<file path="config.mk">
export PLATFORM = sky130hd
export DESIGN_NAME = qenc_decoder
export DESIGN_NICKNAME = d
export VERILOG_FILES = /design/src/rtl/qenc_decoder.sv
export SDC_FILE = /design/constraint.sdc
export NUM_CORES = 1
export LEC_CHECK = 0
export CAP_MARGIN = 30
export CORE_ASPECT_RATIO = 0.7
export CORE_MARGIN = 1
export CORE_UTILIZATION = 50
export CTS_CLUSTER_DIAMETER = 200
export DETAILED_ROUTE_END_ITERATION = 10
export GPL_TIMING_DRIVEN = 0
export PLACE_DENSITY = 0.71
export SLEW_MARGIN = 40
export SYNTH_ARGS = -nofsm -noshare
export SYNTH_HDL_FRONTEND = slang
export SYNTH_SLANG_ARGS = --single-unit
</file>
<file path="constraint.sdc">
create_clock -name clk -period 9 [get_ports clk]
set_clock_uncertainty 0.1 [all_clocks]
set_input_delay 0.9 -clock clk [delete_from_list [all_inputs] [get_ports clk]]
set_output_delay 0.9 -clock clk [all_outputs]
set_load 0.1 [all_outputs]
</file>
<file path="src/rtl/qenc_decoder.sv">
`default_nettype none
// ============================================================================
// Module      : qenc_decoder
// Description : x4 quadrature-encoder receiver. Synchronizes and glitch-filters
//               A/B, tracks a signed position and flags illegal transitions.
// Revision    : 1.0 - initial release
// ============================================================================
module qenc_decoder #(
    parameter int FILT_LEN = 4,
    parameter int CNT_W    = 16
) (
    input  logic             clk,
    input  logic             rst,
    input  logic             a,
    input  logic             b,
    input  logic             clr,
    output logic [CNT_W-1:0] cnt,
    output logic             inc,
    output logic             dec,
    output logic             dir,
    output logic             err,
    output logic             ready
);

    localparam logic [7:0]       c_filt_len = 8'(FILT_LEN);
    localparam logic [CNT_W-1:0] c_one      = CNT_W'(1);

    typedef enum logic [0:0] {
        ST_INIT = 1'b0,
        ST_RUN  = 1'b1
    } state_t;

    state_t     r_state;
    logic [1:0] r_init_cnt;
    logic [1:0] r_sync1;
    logic [1:0] r_sync2;
    logic [1:0] r_prev;
    logic [1:0] w_filt;
    logic       w_load;
    logic       w_is_run;
    logic       w_cw;
    logic       w_ccw;
    logic       w_bad;

    // Bit 1 carries phase A, bit 0 carries phase B throughout.
    always_ff @(posedge clk or posedge rst) begin
        if (rst) begin
            r_sync1 <= 2'b00;
            r_sync2 <= 2'b00;
        end else begin
            r_sync1 <= {a, b};
            r_sync2 <= r_sync1;
        end
    end

    assign w_load   = (r_state == ST_INIT) && (r_init_cnt == 2'd2);
    assign w_is_run = (r_state == ST_RUN);

    generate
        for (genvar gi = 0; gi < 2; gi++) begin : g_filt
            logic       r_lvl;
            logic [7:0] r_run;
            logic [7:0] w_run_nxt;

            assign w_run_nxt = r_run + 8'd1;

            always_ff @(posedge clk or posedge rst) begin
                if (rst) begin
                    r_lvl <= 1'b0;
                    r_run <= 8'd0;
                end else if (w_load) begin
                    r_lvl <= r_sync2[gi];
                    r_run <= 8'd0;
                end else if (w_is_run) begin
                    if (r_sync2[gi] == r_lvl) begin
                        r_run <= 8'd0;
                    end else if (w_run_nxt == c_filt_len) begin
                        r_lvl <= r_sync2[gi];
                        r_run <= 8'd0;
                    end else begin
                        r_run <= w_run_nxt;
                    end
                end
            end

            assign w_filt[gi] = r_lvl;
        end
    endgenerate

    always_comb begin
        w_cw  = 1'b0;
        w_ccw = 1'b0;
        w_bad = 1'b0;
        case ({r_prev, w_filt})
            4'b00_10, 4'b10_11, 4'b11_01, 4'b01_00: w_cw  = 1'b1;
            4'b00_01, 4'b01_11, 4'b11_10, 4'b10_00: w_ccw = 1'b1;
            4'b00_11, 4'b11_00, 4'b01_10, 4'b10_01: w_bad = 1'b1;
            default: ;
        endcase
    end

    always_ff @(posedge clk or posedge rst) begin
        if (rst) begin
            r_state    <= ST_INIT;
            r_init_cnt <= 2'd0;
            r_prev     <= 2'b00;
            cnt        <= '0;
            inc        <= 1'b0;
            dec        <= 1'b0;
            dir        <= 1'b0;
            err        <= 1'b0;
            ready      <= 1'b0;
        end else begin
            inc <= 1'b0;
            dec <= 1'b0;
            err <= 1'b0;
            case (r_state)
                ST_INIT: begin
                    // Pin levels seen at startup become the reference, never a step.
                    if (r_init_cnt == 2'd2) begin
                        r_prev  <= r_sync2;
                        r_state <= ST_RUN;
                        ready   <= 1'b1;
                    end else begin
                        r_init_cnt <= r_init_cnt + 2'd1;
                    end
                end
                ST_RUN: begin
                    r_prev <= w_filt;
                    inc    <= w_cw;
                    dec    <= w_ccw;
                    err    <= w_bad;
                    if (w_cw) begin
                        dir <= 1'b0;
                    end else if (w_ccw) begin
                        dir <= 1'b1;
                    end
                    if (clr) begin
                        cnt <= '0;
                    end else if (w_cw) begin
                        cnt <= cnt + c_one;
                    end else if (w_ccw) begin
                        cnt <= cnt - c_one;
                    end
                end
                default: r_state <= ST_INIT;
            endcase
        end
    end

endmodule
`default_nettype wire

</file>
==> flow_summary.ini, run 1 <==
[clocking]
root_buffer = clkbuf_8
cts_tree = yes
h-tree-depth = 2
clk_path_buf_depth = 2
hold_buffers = 0
cts_sinks = 48
cts-resized-gates = 0
insertion_delay_ps = 300
clkTransAtPathRegs_ps = 90
numCtsBuffers = 5
cts_setup_buffers = 0

[floorplan]
die_h_microns = 65.9
io_pins = 26
die_area_sq_mm = 0.00615
start_util_pct = 53.8
die-width_microns = 93.3
core_sq_mm = 0.00542
placementRows = 22

[timing]
slew_headroom_pct = 55.5
slew_violations = 0
fin_crit_ps = 3800
max_freq_mhz = 263
grt_setup_unrepaired = no
fin_tns_setup_ps = 0
final_hold_viol_count = 0
setup_viol = 0
min_period_over_period_pct = 42.2
tightest_slew_ps = 663

[logic_synthesis]
synth_area_leaders = dfrtp_1 (41%), ha_1 (8.2%), o21ai_0 (7.2%)
synth_top_area_share_pct = 41.2
synth_flop_cell = dfrtp_1
synth_most_common_cell = dfrtp_1
ys_types = 50
yosys-top-cells-count = dfrtp_1 (48), o21ai_0 (42), nand2_1 (40), nor2_1 (21), ha_1 (19)
yosysWarnings = 0
async_flop_share_pct = 100
netlist_area_sq_mm = 0.00292
syn_avg_cell_area_sq_um = 9.32
synth_seq_cells = 48
synth_top_area_cell = dfrtp_1
yosysSeqAreaShare_pct = 41.2
synth_edf_count = 0
syn_nets = 338
synthCells = 313

[global_routing]
grt_max_degree = 40
antenna_found_initial = 0
grt_pass1_vias = 2098
grt_pass1_wl_microns = 10300
grt_overflow = 0
grt_usage_pct = 21.5

[routing]
antenna_left = 0
post_drt_wl_per_cell_microns = 15.1
dr.first_iter.drc_count = 173
routed_wl_microns = 6310
drc = 0
vias = 2383
via_per_inst = 5.69
drt_first_pass_iters = 4

[setup_path]
critPathKind = reg2reg
startpoint_type = register
crit_required_ps = 9130
crit_path_max_fanout = 15
arrival_ps = 3930
worstSetupEndpointType = register

[placed_design]
finalWeightedCongestion = 0.914
hpwl_microns = 4650
portBuffers = 25

[flow_run]
drv_cap = 0

[layout]
drive_above_1_share_pct = 11.8
nets = 371
area_growth_pct = 13.2
diodes = 0

[hold_path]
holdCritPathClass = reg2reg

[status]
outcome = completed
==> registers in the layout, indices dropped and copies added (netlist names), 2 cells and up <==
| register | cells |
|---|---|
| cnt | 16 |
| g_filt.r_lvl | 2 |
| g_filt.r_run | 16 |
| r_init_cnt | 2 |
| r_prev | 2 |
| r_sync1 | 2 |
| r_sync2 | 2 |
==> per-layer routing <==
layer / up-vias / GRT usage [%] / wire, microns
li1: 1193 / - / -
met5: - / 0 / 0
met2: 59 / 30.1 / 2490
met3: 2 / 3.91 / 355
met4: 0 / 4.62 / 30
met1: 1129 / 34.1 / 3440
==> area by class of cell <==
class	instances	area [sq um]
Buffer	5	20.0
Clock buffer	7	96.3
Clock inverter	1	30.0
Fill cell	471	2120
Inverter	12	47.5
Multi-Input combinational cell	248	1650
Sequential cell	48	1200
Tap cell	72	90.1
Timing Repair Buffer	26	165
==> logic make-up after synthesis <==
| kind of cell | after synthesis | share of synthesized area [%] |
|---|---|---|
| and+or+nand+nor | 100 | 15.9 |
| muxes | 7 | 2.70 |
| AOI/OAI and AO/OA | 94 | 21.0 |
| buffers and inverters | 17 | 2.23 |
| xor gates and xnor gates | 27 | 8.11 |
| adders and majority gates | 20 | 8.84 |
| DFF | 48 | 41.2 |
==> critical path: stages, from the launching register on <==
cell	delay, ps
dfrtp_1	460
xnor2_1	200
nor2_1	350
inv_1	410
ha_1	420
a211oi_1	340
o21ai_1	220
a311o_1	360
o41a_1	430
mux2_4	320
o211ai_2	130
==> path summary, 6_finish.rpt <==
path	cells after the start	to	start	slack [ps]
max	10	cnt[15]	g_filt[1].r_lvl	5200
max in group asynchronous	3	g_filt[0].r_run[3]	rst	7610
min reg2reg	0	r_sync2[0]	r_sync1[0]	250
max reg2reg	10	cnt[15]	g_filt[1].r_lvl	5200
min	0	r_sync2[0]	r_sync1[0]	250
min in group asynchronous	2	cnt[2]	rst	740
==> stage by stage <==
stage          std cells  hold WS, ps  util (%)  instance area [sq um]  setup slack (ps)
2_1_floorplan        313          231         -                   2920              5790
3_3_place_gp         410          236      60.1                   3260              5370
3_5_place_dp         411          236      58.5                   3170              5290
4_1_cts              419          258      60.9                   3300              5260
5_1_grt              419          269      60.9                   3300              4960
6_report             419          255      60.9                   3300              5200
==> cells in the final DEF, fill, tap and decap left out, types with 3 or more instances in the layout <==
cell type and count:
a211oi_1 6, a21o_1 4, a21oi_1 10, a31oi_1 3
a32o_1 3, and3_1 8, buf_2 22, clkbuf_1 4
clkbuf_8 7, clkdlybuf4s50_1 4, dfrtp_1 48, ha_1 19
inv_1 11, mux2i_1 3, nand2_1 40, nand2b_1 3
nand3_1 12, nor2_1 21, nor3_1 4, o21ai_0 42
or3_1 3, xnor2_1 10, xor2_1 17
Power of run 1 is not shown: default switching activity piles up to over one toggle a cycle in this logic, so the estimate is an artifact.
==> run 2: changes to the inputs <==
- PLACE_DENSITY: 0.71 -> 0.73
- clock period: 9 -> 3.1 ns (I/O delays scaled with it)
==> flow_summary.ini, run 2 (synthesis results as in run 1) <==
[clocking]
hold_buffers = 0
cts_sinks = 48
cts_tree = yes
clk_path_buf_depth = 2
h-tree-depth = 2
insertion_delay_ps = 310
root_buffer = clkbuf_8
clkTransAtPathRegs_ps = 100
numCtsBuffers = 5

[hold_path]
holdCritPathClass = in2async

[routing]
via_per_inst = 5.86
antenna_left = 0
post_drt_wl_per_cell_microns = 16.1
routed_wl_microns = 6900
drc = 0
dr.first_iter.drc_count = 160
vias = 2516
drt_first_pass_iters = 4

[floorplan]
die_area_sq_mm = 0.00615
io_pins = 26
placementRows = 22
die_h_microns = 65.9
die-width_microns = 93.3
core_sq_mm = 0.00542
start_util_pct = 53.8

[layout]
final_common_cell = dfrtp_1
nets = 381
fin_util_pct = 63.9
area_growth_pct = 18.7
diodes = 0
reg_top3 = cnt (16), g_filt.r_run (16)
most-common-layout-cells = dfrtp_1 (45), nand2_1 (40), o21ai_0 (40)
drive_above_1_share_pct = 18.8
multiInputGateArea_sq_mm = 0.00174
fillers = 446
regArea_sq_mm = 0.00120

[setup_path]
cp_top_family = compound AO/OA/AOI/OAI gates
critPathKind = reg2reg
worstSetupEndpointType = register
crit_path_max_fanout = 12
crit_cells = 10
path_buf_inv = 1
r2r_cells = 10
crit_required_ps = 3240
startpoint_type = register
arrival_ps = 3170
crit_path_top_delay_cell = dfrtp_1
worstPathCellList = xnor2_2, nor2_4, inv_6, ha_4, a211oi_2, o21ai_2, a311o_1, o41a_1, mux2_4, o211ai_2
cpPeakStageDelay_ps = 450

[timing]
setup_slack_ps = 72.2
slew_headroom_pct = 51.9
final_hold_viol_count = 0
max_freq_mhz = 330
fin_crit_ps = 3030
slew_violations = 0
min_period_over_period_pct = 97.7
whs_ps = 140
setup_viol = 0
tightest_slew_ps = 716

[global_routing]
grt_pass1_wl_microns = 11300
grt_overflow = 0
grt_pass1_vias = 2302
antenna_found_initial = 0
grt_usage_pct = 23.9
grt_max_degree = 40

[status]
outcome = completed

[placed_design]
portBuffers = 25
pre_cts_slack_ps = -344
finalWeightedCongestion = 0.925
hpwl_microns = 4730

[flow_run]
drv_cap = 0
[run 2: cell types whose count changed in the layout (fill, tap and decap cells not counted), moves of 2 or more]
cell and change:
clkbuf_8 -2, o21ai_2 +2, dfrtp_1 -3, a211oi_2 +2, ha_2 +2, buf_4 +10, o21ai_0 -2, a211oi_1 -2
ha_1 -5, ha_4 +3, dfrtp_2 +3
[run 2: stage by stage]
step,cell area [sq um],instances,setup TNS [ps]
floorplan,2920,313,0
global placement,3260,410,-247
detailed placement,3180,411,-497
CTS,3370,424,0
global route,3460,429,-6.63
finish,3460,429,0
[run 2: worst paths after layout]
| kind | start | endpoint | slack, ps |
|---|---|---|---|
| setup / recovery | r_prev[0] | cnt[15] | 70 |
| hold / removal | rst | cnt[12] | 140 |
| setup reg to reg | r_prev[0] | cnt[15] | 70 |
| hold reg to reg | r_sync1[1] | r_sync2[1] | 250 |
| max in group asynchronous | rst | g_filt[1].r_lvl | 2320 |
| min in group clk | r_sync1[1] | r_sync2[1] | 250 |
[run 2: worst reg2reg max path, cell delays in order (launching register included)]
cell	delay [ps]
dfrtp_1	450
xnor2_2	280
nor2_4	100
inv_6	140
ha_4	220
a211oi_2	290
o21ai_2	130
a311o_1	420
o41a_1	390
mux2_4	330
o211ai_2	130
[run 2: layer usage]
layer	up-vias	global-route usage, %	wire length (microns)
met5	-	0	0
met4	0	5.00	51
met3	7	4.83	356
met2	69	35.1	3040
met1	1224	36.2	3450
li1	1216	-	-
[run 2: timing repair]
item                                    CTS  global route
resized for setup                         9            12
setup buffers                             5             5
endpoints found under the setup margin    4             1
pin swaps                                 2             6
[run 2: cell type report]
type                    count  share of cell area, %
clock buffers               5                   1.99
repair buffers             36                   6.94
flip-flops and latches     48                   34.8
inverters                  12                   1.52
multi-input cells         248                   50.4
clock inverters             3                   1.23
well taps                  72                   2.60
plain buffers               5                  0.578
Power of run 2 is left out for the same reason.
==> run 3: changes to the inputs <==
- SLEW_MARGIN: 40 -> not set
==> flow_summary.ini, run 3 (synthesis results as in run 1) <==
[status]
outcome = completed

[routing]
routed_wl_microns = 6780
antenna_left = 0
drc = 0
vias = 2468
post_drt_wl_per_cell_microns = 15.9
drt_first_pass_iters = 4
via_per_inst = 5.81
dr.first_iter.drc_count = 139

[timing]
tightest_slew_ps = 977
setup_viol = 0
slew_violations = 0
max_freq_mhz = 332
min_period_over_period_pct = 97.1
setup_slack_ps = 89.9
final_hold_viol_count = 0
slew_headroom_pct = 34.7
grt_setup_unrepaired = no
fin_crit_ps = 3010

[clocking]
insertion_delay_ps = 300
cts_tree = yes
cts_sinks = 48
h-tree-depth = 2
numCtsBuffers = 5
clkTransAtPathRegs_ps = 90
clk_path_buf_depth = 2
root_buffer = clkbuf_8

[setup_path]
worstPathCellList = xor2_2, nor2_2, inv_4, ha_4, a211oi_4, o21ai_2, a311o_1, o41a_1, mux2_4, o211ai_2
crit_cells = 10
startpoint_type = register
worstSetupEndpointType = register
crit_path_top_delay_cell = dfrtp_1
crit_path_max_fanout = 11
crit_required_ps = 3230
arrival_ps = 3140
cpPeakStageDelay_ps = 440
critPathKind = reg2reg
reg2reg_from = r_prev[1]
path_buf_inv = 1
cp_top_family = compound AO/OA/AOI/OAI gates
r2r_cells = 10
crit_start = r_prev[1]

[layout]
nets = 377
fillers = 455
fin_util_pct = 64.6
final_common_cell = dfrtp_1
area_growth_pct = 20.1
drive_above_1_share_pct = 11.3
most-common-layout-cells = dfrtp_1 (46), nand2_1 (40), o21ai_0 (40)
reg_top3 = cnt (16), g_filt.r_run (16)
diodes = 0

[floorplan]
die_area_sq_mm = 0.00615
die-width_microns = 93.3
placementRows = 22
io_pins = 26
start_util_pct = 53.8
die_h_microns = 65.9
core_sq_mm = 0.00542

[hold_path]
holdCritPathClass = in2async

[global_routing]
grt_pass1_vias = 2331
grt_overflow = 0
grt_max_degree = 40
antenna_found_initial = 0
grt_usage_pct = 23.7
grt_pass1_wl_microns = 11300

[placed_design]
pre_cts_slack_ps = -328
finalWeightedCongestion = 0.925
portBuffers = 25
hpwl_microns = 4710

[flow_run]
drv_cap = 0
-- run 3: cell types whose count changed in the layout (fill, tap and decap cells not counted), moves of 2 or more --
cell	before	now
buf_4	10	6
ha_4	3	1
clkdlybuf4s50_1	4	25
buf_2	22	1
-- run 3: metal layers --
layer  wire (microns)  vias to the layer above  GRT usage (%)
met5                0                        -              0
met4               30                        0           4.42
met3              499                        4           4.14
met2             2950                       84           34.1
met1             3300                     1184           37.2
li1                 -                     1196              -
-- run 3: what timing repair did --
item / in CTS / in global routing
pin swaps: 2 / 5
setup buffers: 4 / 2
resized for setup: 8 / 9
endpoints found under the setup margin: 5 / 1
hold buffers: 0 / 0
-- run 3: worst paths after layout --
check	slack [ps]	to
setup / recovery	90	cnt[15]
setup reg to reg	90	cnt[15]
hold / removal	150	g_filt[1].r_run[2]
hold reg to reg	260	r_sync2[1]
max in group asynchronous	2270	g_filt[1].r_lvl
min in group clk	260	r_sync2[1]
-- run 3: metrics by stage --
stage / hold slack (ps) / instance area, sq um / cells / setup TNS (ps)
6_report: 146 / 3500 / 425 / 0
3_5_place_dp: 238 / 3280 / 411 / -460
4_1_cts: 143 / 3450 / 423 / 0
5_1_grt: 191 / 3500 / 425 / 0
3_3_place_gp: 233 / 3260 / 410 / -247
2_1_floorplan: 231 / 2920 / 313 / 0
-- run 3: cell type report --
type,count,area [sq um],share of cell area [%]
plain buffers,5,20.0,0.572
clock inverters,2,35.0,1.00
clock buffers,6,72.6,2.07
flip-flops and latches,48,1200,34.4
inverters,12,47.5,1.36
repair buffers,32,315,9.00
well taps,72,90.1,2.57
multi-input cells,248,1720,49.1
Power of run 3 is left out for the same reason.
